### src/rtl/mem_loader_pkg.sv
// Shared opcodes, memory-select values and loader FSM state encoding.
package mem_loader_pkg;

    localparam logic [7:0] OP_WR_IMEM = 8'h01;
    localparam logic [7:0] OP_WR_DMEM = 8'h02;
    localparam logic [7:0] OP_RUN     = 8'h03;
    localparam logic [7:0] OP_HALT    = 8'h04;

    localparam logic MEM_SEL_IMEM = 1'b0;
    localparam logic MEM_SEL_DMEM = 1'b1;

    typedef enum logic [2:0] {
        ST_IDLE,
        ST_ADDR_LO,
        ST_ADDR_HI,
        ST_CNT_LO,
        ST_CNT_HI,
        ST_DATA,
        ST_RUN
    } state_t;

    function automatic logic is_load_op(input logic [7:0] op);
        return (op == OP_WR_IMEM) || (op == OP_WR_DMEM);
    endfunction

endpackage

### src/rtl/mem_loader_word_assembler.sv
// Collects four little-endian bytes into a 32-bit word; word_valid marks the 4th byte.
module word_assembler (
    input  logic        clk,
    input  logic        reset,
    input  logic        clear,
    input  logic        byte_valid,
    input  logic [7:0]  byte_in,
    output logic        word_valid,
    output logic [31:0] word
);

    logic [1:0]  idx;
    logic [23:0] shreg;

    // The 4th byte is combined directly so the caller can register the word on that edge.
    assign word_valid = byte_valid && (idx == 2'd3);
    assign word       = {byte_in, shreg};

    always_ff @(posedge clk or posedge reset) begin
        if (reset) begin
            idx   <= '0;
            shreg <= '0;
        end else if (clear) begin
            idx   <= '0;
            shreg <= '0;
        end else if (byte_valid) begin
            idx   <= idx + 2'd1;
            shreg <= {byte_in, shreg[23:8]};
        end
    end

endmodule

### src/rtl/mem_loader.sv
// Byte-stream loader: frames bytes into IMEM/DMEM word writes and controls the CPU core reset.
module mem_loader
    import mem_loader_pkg::*;
#(
    parameter int unsigned ADDR_W = 10,
    parameter int unsigned CNT_W  = 16
) (
    input  logic              clk,
    input  logic              reset,
    input  logic              in_valid,
    input  logic [7:0]        in_byte,
    output logic              in_ready,
    output logic              mem_we,
    output logic              mem_sel,
    output logic [ADDR_W-1:0] mem_addr,
    output logic [31:0]       mem_wdata,
    output logic              cpu_reset,
    output logic              busy,
    output logic              err
);

    state_t             state;
    logic               sel_q;
    logic [7:0]         addr_lo;
    logic [7:0]         cnt_lo;
    logic [ADDR_W-1:0]  waddr;
    logic [CNT_W-1:0]   remaining;
    logic               xfer;
    logic               asm_valid;
    logic               asm_clear;
    logic               word_valid;
    logic [31:0]        word;

    assign in_ready  = 1'b1;
    assign xfer      = in_valid && in_ready;
    assign asm_valid = xfer && (state == ST_DATA);
    assign asm_clear = xfer && (state == ST_CNT_HI);

    word_assembler u_asm (
        .clk        (clk),
        .reset      (reset),
        .clear      (asm_clear),
        .byte_valid (asm_valid),
        .byte_in    (in_byte),
        .word_valid (word_valid),
        .word       (word)
    );

    always_ff @(posedge clk or posedge reset) begin
        if (reset) begin
            state     <= ST_IDLE;
            sel_q     <= MEM_SEL_IMEM;
            addr_lo   <= '0;
            cnt_lo    <= '0;
            waddr     <= '0;
            remaining <= '0;
            mem_we    <= 1'b0;
            mem_sel   <= MEM_SEL_IMEM;
            mem_addr  <= '0;
            mem_wdata <= '0;
            cpu_reset <= 1'b1;
            busy      <= 1'b0;
            err       <= 1'b0;
        end else begin
            mem_we <= 1'b0;
            if (xfer) begin
                case (state)
                    ST_IDLE: begin
                        if (is_load_op(in_byte)) begin
                            sel_q <= (in_byte == OP_WR_DMEM) ? MEM_SEL_DMEM : MEM_SEL_IMEM;
                            state <= ST_ADDR_LO;
                            busy  <= 1'b1;
                        end else if (in_byte == OP_RUN) begin
                            state     <= ST_RUN;
                            cpu_reset <= 1'b0;
                        end else if (in_byte != OP_HALT) begin
                            err <= 1'b1;
                        end
                    end
                    ST_ADDR_LO: begin
                        addr_lo <= in_byte;
                        state   <= ST_ADDR_HI;
                    end
                    ST_ADDR_HI: begin
                        waddr <= ADDR_W'({in_byte, addr_lo});
                        state <= ST_CNT_LO;
                    end
                    ST_CNT_LO: begin
                        cnt_lo <= in_byte;
                        state  <= ST_CNT_HI;
                    end
                    ST_CNT_HI: begin
                        remaining <= CNT_W'({in_byte, cnt_lo});
                        if ({in_byte, cnt_lo} == 16'h0000) begin
                            state <= ST_IDLE;
                            busy  <= 1'b0;
                        end else begin
                            state <= ST_DATA;
                        end
                    end
                    ST_DATA: begin
                        if (word_valid) begin
                            mem_we    <= 1'b1;
                            mem_sel   <= sel_q;
                            mem_addr  <= waddr;
                            mem_wdata <= word;
                            waddr     <= waddr + 1'b1;
                            remaining <= remaining - 1'b1;
                            if (remaining == CNT_W'(1)) begin
                                state <= ST_IDLE;
                                busy  <= 1'b0;
                            end
                        end
                    end
                    ST_RUN: begin
                        if (in_byte == OP_HALT) begin
                            cpu_reset <= 1'b1;
                            state     <= ST_IDLE;
                        end
                    end
                    default: begin
                        state <= ST_IDLE;
                        busy  <= 1'b0;
                    end
                endcase
            end
        end
    end

endmodule

### config.mk
export PLATFORM = sky130hd
export DESIGN_NAME = mem_loader
export DESIGN_NICKNAME = d
export VERILOG_FILES = /design/src/rtl/mem_loader_pkg.sv /design/src/rtl/mem_loader_word_assembler.sv /design/src/rtl/mem_loader.sv
export SDC_FILE = /design/constraint.sdc
export NUM_CORES = 1
export LEC_CHECK = 0
export BUFFER_PORTS_ARGS = -buffer_cell sky130_fd_sc_hd__buf_2
export CAP_MARGIN = 0
export CORE_ASPECT_RATIO = 1.5
export CORE_UTILIZATION = 59
export CTS_CLUSTER_DIAMETER = 60
export DETAILED_ROUTE_END_ITERATION = 8
export MAX_ROUTING_LAYER = met4
export PLACE_DENSITY = 0.8
export SLEW_MARGIN = 20
export SYNTH_ARGS = -nofsm -noshare
export SYNTH_HDL_FRONTEND = slang
export SYNTH_HIERARCHICAL = 1
export SYNTH_SLANG_ARGS = --single-unit
### constraint.sdc
create_clock -name clk -period 3.1 [get_ports clk]
set_input_delay 0.31 -clock clk [delete_from_list [all_inputs] [get_ports clk]]
set_output_delay 0.31 -clock clk [all_outputs]
set_load 0.05 [all_outputs]
# Word level (Yosys, flattened, before mapping)
# Cells that the tools add are included.
# totals
regBits	119
input_bits	11
out_inout_bits	48
word_cells	91
# op_classes
add_sub_neg	3
n_eq_ne	21
muxes	28
n_bitwise	3
reduce_logical	21
# ops
op	n
24-bit 2-to-1 mux	2
16-bit case mux with 2 select lines	1
3-bit case mux with 7 select lines	1
10-bit case mux with 2 select lines	1
3-bit 2-to-1 mux	6
16-bit by 1-bit equality test with 1-bit output (second input constant)	1
8-bit by 2-bit equality test with 1-bit output (second input constant)	2
16-bit zero test	1
16-bit 2-to-1 mux	1
16-bit by 1-bit subtractor with 16-bit output (second input constant)	1
5-bit AND reduction	3
3-bit AND reduction	4
1-bit 2-to-1 mux	11
10-bit by 1-bit adder with 10-bit output (second input constant)	1
10-bit 2-to-1 mux	1
3-bit equality test (second input constant)	3
8-bit by 1-bit equality test with 1-bit output (second input constant)	1
8-bit by 3-bit equality test with 1-bit output (second input constant)	1
2-bit inequality test (second input constant)	4
8-bit by 3-bit inequality test with 1-bit output (second input constant)	1
2-bit nonzero test	4
3-bit by 2-bit equality test with 1-bit output (second input constant)	2
2-bit by 1-bit inequality test with 1-bit output (second input constant)	3
6-bit AND reduction	1
13 further kinds	19

# Longest topological paths before layout
# Gate-level depths: netlist of the first run.
# depth
ltp_word	6
ltp_mapped	13
mapped_depth_nobuf	8

# Hierarchy
# Netlist of the first run, hierarchy kept.
# modules_own_cells
mod	instances	cells_per_inst	area_each_um2	seq_area_each_um2
mem_loader	1	403	4465.5	2328.5
word_assembler	1	95	1158.6	650.6

# Worst setup path after synthesis of the first run
# Ideal clock, no wire load.
# synth_timing
path_kind	reg-to-reg
start	reg state[2]
end	reg remaining[8]
setup_ps	128
arrival_time_ps	2519
t_required_ps	2972
setup_slack_ps	453
path_stages_with_launch	14
n_path_buf	6
synth_period_minus_slack_ps	2647
path_cell_list	dfrtp_1 > clkbuf_1 > and3b_1 > clkbuf_1 > and2_1 > buf_6 > buf_12 > and2_1 > nand2b_1 > and3_1 > clkbuf_1 > clkbuf_1 > o21ai_0 > o2bb2ai_1
# synth_between
elab_chain_cells	5
elab_cells_between_ends	8
classes_between	eq/ne (3); mux (1); reduce/logical (4)
# synth_lines
element	line	text
from (decl)	mem_loader.sv:22	state_t state;
from (signal assigned)	mem_loader.sv:51	state <= ST_IDLE;
from (signal assigned)	mem_loader.sv:71	state <= ST_ADDR_LO;
from (signal assigned)	mem_loader.sv:74	state <= ST_RUN;
3-bit equality test	mem_loader.sv:36	assign asm_valid = xfer && (state == ST_DATA);
1-bit logical AND	mem_loader.sv:36	
net asm_valid	mem_loader.sv:29	logic asm_valid;
1-bit logical AND	mem_loader_word_assembler.sv:16	assign word_valid = byte_valid && (idx == 2'd3);
net word_valid	mem_loader.sv:31	logic word_valid;
2-bit by 1-bit inequality test with 1-bit output (no source line)	--	
3-bit AND reduction (no source line)	--	
to (signal assigned)	mem_loader.sv:93	remaining <= CNT_W'({in_byte, cnt_lo});
to (signal assigned)	mem_loader.sv:108	remaining <= remaining - 1'b1;
to (decl)	mem_loader.sv:27	logic [CNT_W-1:0] remaining;
# The timed path passes the listed nets, and every way through them passes these cells.
# A chain may end at the register's enable or synchronous reset.

# Worst setup path in the final report of the first run
# layout_timing
start	reg state[0]
end	reg remaining[7]
# Same word-level chain as after synthesis.

==> results of run 1 <==
[cells by family after synthesis]
family,count (synthesis)
compound gates,95
mux,85
buf+inv,47
fa+ha+maj,4
other cells,1
xor+xnor,3
simple gates,144
flops,119
[report_power, final]
group | leakage, uW | internal (uW) | switching (uW)
Combinational | 0.00126 | 624 | 837
Clock | 0.000268 | 1150 | 730
Sequential | 0.00155 | 1990 | 472
Total | 0.00308 | 3760 | 2040
[per-stage QoR]
stage / worst slack, ns / cell area (um^2) / total power, uW / utilization / std cells
after floorplan: 0.3713 / 5624 / 3572 / - / 498
after global routing: 0.3542 / 6457 / 6107 / 0.6978 / 669
after detailed placement: 0.6024 / 5873 / 3897 / 0.6347 / 636
after global placement: 0.7263 / 5873 / 3797 / 0.6347 / 636
after CTS: 0.5953 / 6457 / 5804 / 0.6978 / 669
final: 0.4930 / 6457 / 5801 / 0.6978 / 669
[repair_timing]
item                                   in CTS  in global routing
setup buffers                               0                  0
hold buffers                                1                  0
resized for setup                           0                  0
endpoints found under the hold margin      28                  0
[registers in the layout (all words and copies together), names as in the netlist]
name	cells
addr_lo	8
busy	1
cnt_lo	8
cpu_reset	1
err	1
mem_addr	10
mem_sel	1
mem_wdata	32
mem_we	1
remaining	16
sel_q	1
state	3
u_asm/idx	2
u_asm/shreg	24
waddr	10
[path summary, 6_finish.rpt]
path,start,end,slack [ns],depth (start not counted)
hold / removal,in_valid,cpu_reset,0.27,3
max in group asynchronous,reset,cpu_reset,1.78,4
hold reg to reg,err,err,0.46,1
setup reg to reg,state[0],remaining[7],0.49,7
setup / recovery,state[0],remaining[7],0.49,7
min in group asynchronous,reset,mem_wdata[9],0.48,3
[worst max-delay path: cells and delay by family (launching register included)]
family / cells / cell delay [ns]
and+or+nand+nor: 5 / 1.36
AOI/OAI and AO/OA: 2 / 0.46
DFF: 1 / 0.67
[synth_stat cells (2+ instances only)]
| cell | n | share of area |
|---|---|---|
| mux2_2 | 58 | 0.12 |
| o21ai_0 | 21 | 0.019 |
| o22ai_1 | 5 | 0.0056 |
| a21oi_1 | 24 | 0.021 |
| o22a_1 | 4 | 0.0062 |
| or4_1 | 4 | 0.0053 |
| nand3b_1 | 2 | 0.0027 |
| or3_1 | 2 | 0.0022 |
| nor2_1 | 52 | 0.035 |
| buf_12 | 2 | 0.0071 |
| o31ai_1 | 3 | 0.0040 |
| xnor2_1 | 2 | 0.0031 |
| nand2b_1 | 4 | 0.0044 |
| nor3_1 | 12 | 0.011 |
| clkbuf_8 | 3 | 0.0073 |
| nand2_1 | 29 | 0.019 |
| nand4b_1 | 2 | 0.0031 |
| clkbuf_1 | 21 | 0.014 |
| a31oi_1 | 9 | 0.010 |
| or2_2 | 4 | 0.0044 |
| o2bb2ai_1 | 3 | 0.0047 |
| ha_1 | 4 | 0.0089 |
| buf_6 | 2 | 0.0040 |
| dfrtp_1 | 118 | 0.53 |
| or4_4 | 2 | 0.0040 |
| a2bb2oi_1 | 5 | 0.0078 |
| and2_1 | 3 | 0.0033 |
| nand3_1 | 8 | 0.0071 |
| inv_1 | 7 | 0.0047 |
| nor4_1 | 6 | 0.0067 |
| o21a_1 | 5 | 0.0067 |
| nand4_1 | 2 | 0.0022 |
| or3_2 | 2 | 0.0027 |
| buf_4 | 9 | 0.012 |
| a22o_1 | 4 | 0.0062 |
| mux2i_1 | 27 | 0.048 |
| buf_2 | 3 | 0.0027 |
| o41ai_1 | 2 | 0.0031 |
[layer usage]
| layer | vias up | part of all wire |
|---|---|---|
| met4 | 0 | 0.023 |
| met5 | - | 0 |
| met3 | 27 | 0.053 |
| li1 | 1875 | - |
| met1 | 2012 | 0.38 |
| met2 | 165 | 0.54 |
[cell type report]
cell class | count | area, um^2 | share of cell area
repair buffers | 67 | 375.4 | 0.05813
flip-flops and latches | 119 | 2979 | 0.4613
multi-input cells | 332 | 2361 | 0.3656
inverters | 7 | 27.53 | 0.004263
well taps | 112 | 140.1 | 0.02170
clock buffers | 19 | 452.9 | 0.07014
clock inverters | 13 | 121.4 | 0.01879
==> flow_summary.toml, run 1 <==
[clocking]
h-tree-depth = 4
clock_path_buffers = 2
insertion_delay_ns = 0.42
cts-root-buf = "clkbuf_16"
cts.clk_slew.worst_paths_ns = 0.06
cts_buffers = 17
cts_tree = "built"
clock-sinks = 119

[timing]
rsz0062_at_grt = "false"
setup-tns-final_ns = 0
finalCriticalPeriod_ns = 2.607
whs_ns = 0.2742
worst_pin_slew_ns = 0.9140
maxSlewViolCount = 0
fmax_ghz = 0.3836
clock_skew_ns = 0.008848
finalHoldViolCount = 0
slew-limit-headroom = 0.3869
setup_viol_count_final = 0
min_period_over_period = 0.8410

[detailed_routing]
drc = 0
firstDrtPassIters = 5
drt-total-wl_mm = 12.49
avgViaCountPerCell = 6.097
dr_total_vias = 4079
drtIter0Drc = 439
wl_per_cell_um = 18.66
ant_nets = 0

[logic_synthesis]
syn-num-nets = 513
synth_fa_ha_area_frac = 0.008899
ys_seq_area_frac = 0.5297
avgSynthCellArea_um2 = 11.29
synth_async_sr_flop_share = 1.000
ys_seq_elements = 119
synthMuxAreaShare = 0.1642
synth_ff_type = "dfrtp_1"
synth_compound_area_frac = 0.1130
synth_warnings = 6
mappedNetlistArea_um2 = 5624
synthSimpleGateAreaFrac = 0.1270
synth_edf_count = 0
syn_inst = 498
synth_top_family_by_area = "multiplexers"
ys_types = 61
synth_xor_xnor_area_share = 0.004672

[finish]
nFillCells = 669
antenna_cells = 0
final_common_cell = "dfrtp_1"
drive_gt1_frac = 0.3124
final_cell_mix = "118 x dfrtp_1, 58 x mux2_2, 57 x buf_2"
area_delta_synth_final_pct = 14.82
nets = 559

[global_routing]
grt_use_met1 = 0.3320
use_met3 = 0.06966
antenna_found_initial = 0
met2_usage = 0.4788
grt_use_total = 0.2906
grt_pass1_vias = 4054
overflow = 0
grt_pass1_wl_mm = 20.52
top_usage_layer = "met2"
grt_max_degree = 42

[critical_path]
critPathKind = "register to register"
cp_slowest_cell = "dfrtp_1"
critPathRequiredTime_ns = 3.40
slowest_delay_ns = 0.67
critPathLaunchType = "register"
endpoint_kind = "register"
crit_arrival_ns = 2.91
cp_cell_sequence = "and3b_1 -> and2_1 -> and2_1 -> nand2b_1 -> and3_1 -> o21ai_0 -> a22o_1"
critPathMostFrequentCell = "and2_1"
cp_max_fo = 16

[floorplan]
start_util = 0.6078
core_area_um2 = 9254
dieHeight_um = 121.6
fp-row-count = 43
die_w_um = 81.72
ios = 59
die_area_um2 = 9935

[place]
place.port_buffers = 57
dp_hpwl_mm = 8.187
gp_congestion = 0.9408

[job]
max-cap-violations = 0

[power_and_ir_drop]
powerDensity_nw_per_um2 = 898.3
peakVddDrop_v = 0.0005319
p_leak_uw = 0.003075

[min_path]
hold_path.class = "input pin to register"

[outcome]
status = "completed"
No activity file was read; power rests on OpenSTA's default activity.
==> run 2: changes to the inputs <==
Clock period 3.1 ns to 2.55 ns, I/O delays scaled along.
==> run 2 against run 1 <==
  * The flow now finishes with violations (negative hold slack)
  * Combinational power rose by 33%
  * Via count rose by 2.5%
  * Clock-buffer cell count rose by 2
==> flow_summary.toml, run 2 (synthesized netlist as in run 1, its figures left out) <==
[finish]
drive_gt1_frac = 0.3125
final_cell_mix = "118 x dfrtp_1, 58 x mux2_2, 57 x buf_2"
final_common_cell = "dfrtp_1"
nets = 562
nFillCells = 618
area_delta_synth_final_pct = 16.11
max_flop_register = "mem_wdata"
top_regs = "mem_wdata: 32 flops, u_asm/shreg: 24 flops, remaining: 16 flops"
antenna_cells = 0
largest_register_ffs = 32

[clocking]
cts.clk_slew.worst_paths_ns = 0.06
postCtsSetupBuffers = 0
cts_buffers = 17
cts_tree = "built"
clock-sinks = 119
h-tree-depth = 4
insertion_delay_ns = 0.41
cts-root-buf = "clkbuf_16"
clock_path_buffers = 2

[detailed_routing]
avgViaCountPerCell = 6.219
drt-met1-wl_mm = 4.939
highest_layer = "met4"
dr_total_vias = 4179
dr_wl_met3_um = 683
firstDrtPassIters = 7
drt-total-wl_mm = 12.75
wl_met2_mm = 6.594
wl_per_cell_um = 18.97
drc = 0
ant_nets = 0
drtIter0Drc = 354

[timing]
setup_viol_count_final = 0
slew-limit-headroom = 0.3353
rsz0062_at_grt = "false"
setup_ws_ns = 0.1153
setup-tns-final_ns = 0
worst_pin_slew_ns = 0.9960
fmax_ghz = 0.4107
finalHoldViolCount = 24
whs_ns = -0.01209
clock_skew_ns = 0.006258
min_period_over_period = 0.9548
finalCriticalPeriod_ns = 2.435
maxSlewViolCount = 0

[power_and_ir_drop]
combPwrFrac = 0.264
powerDensity_nw_per_um2 = 1124
p_int_uw = 4872
power_uw = 7341
switching_share = 0.3364
p_leak_uw = 0.003115
clkPwrFrac = 0.340
sequentialPowerShare = 0.396
p_sw_uw = 2469
peakVddDrop_v = 0.0009515

[place]
gp_congestion = 0.8541
pre_cts_ws_ns = 0.05098
place.port_buffers = 57
dp_hpwl_mm = 7.975

[critical_path]
slowest_delay_ns = 0.52
endpoint_kind = "register"
critPathKind = "register to register"
cp_cell_sequence = "or4_4 -> or4_4 -> o41ai_4 -> o21ai_2 -> a221o_1"
crit_arrival_ns = 2.73
critPathRequiredTime_ns = 2.85
critPathLaunchType = "register"
cp_slowest_cell = "or4_4"
cp_top_family = "simple AND/OR/NAND/NOR gates"
critPathMostFrequentCell = "or4_4"
cp.buffers_inverters = 0
cp_max_fo = 7
startpoint = "remaining[6]"
reg2reg_from = "remaining[6]"

[global_routing]
grt_max_degree = 94
antenna_found_initial = 0
overflow = 0
grt_pass1_vias = 4190
grt_use_total = 0.2937
grt_pass1_wl_mm = 20.76

[min_path]
hold_path.class = "input pin to asynchronous set/reset pin"

[floorplan]
start_util = 0.6078
fp-row-count = 43
dieHeight_um = 121.6
die_area_um2 = 9935
ios = 59
die_w_um = 81.72
core_area_um2 = 9254

[job]
max-cap-violations = 0

[outcome]
status = "finished with violations"
violations = "negative hold slack"
==> run 2: cell count changes in the layout (fill, tap and decap cells not counted), sizes merged <==
cell         delta
inv             -2
bufinv          +3
clkinv          -2
clkbuf          +2
dlygate4sd3     -1
clkinvlp        -1
buf             +4
==> run 2: layout make-up <==
cell class	instances	area, um^2	share of cell area
clock buffers	21	450.4	0.06898
clock inverters	11	173.9	0.02663
inverters	7	30.03	0.004599
multi-input cells	332	2361	0.3616
flip-flops and latches	119	2979	0.4562
well taps	112	140.1	0.02146
repair buffers	70	395.4	0.06055
==> run 2: final timing paths <==
path / endpoint / slack [ns] / cells past startpoint
min reg2reg: err / 0.46 / 1
max: state[1] / 0.12 / 5
max in group asynchronous: u_asm/shreg[18] / 1.84 / 2
max reg2reg: state[1] / 0.12 / 5
min: mem_wdata[1] / -0.01 / 3
min in group clk: cnt_lo[7] / 0.25 / 2
==> run 2: worst register-to-register path, cell delays in order, from the launching register on <==
cell and delay, ns:
dfrtp_1 0.44, or4_4 0.52, or4_4 0.46, o41ai_4 0.36, o21ai_2 0.16, a221o_1 0.37
==> run 2: power groups by stage <==
| stage | logic, uW | clock network, uW | registers, uW |
|---|---|---|---|
| after CTS | 1920 | 2530 | 2900 |
| after detailed placement | 1880 | 0 | 2900 |
| final | 1940 | 2500 | 2910 |
| after global routing | 2120 | 2610 | 2980 |
| after floorplan | 1510 | 0 | 2830 |
| after global placement | 1800 | 0 | 2870 |
==> run 2: layer usage <==
layer	GRT usage	up-vias
li1	-	1874
met1	0.3422	2058
met2	0.4576	198
met3	0.06442	49
met4	0.1776	0
met5	-	-
==> run 2: timing repair <==
action / 4_1_cts / 5_1_grt
setup endpoints to repair: 0 / 1
hold buffers: 0 / 0
resized for setup: 0 / 0
==> run 2: through the flow <==
stage          instances  utilization  cell area [um^2]
6_report             672       0.7057              6530
5_1_grt              672       0.7057              6530
4_1_cts              672       0.7057              6530
3_5_place_dp         640       0.6382              5906
3_3_place_gp         640       0.6382              5906
2_1_floorplan        498            -              5630
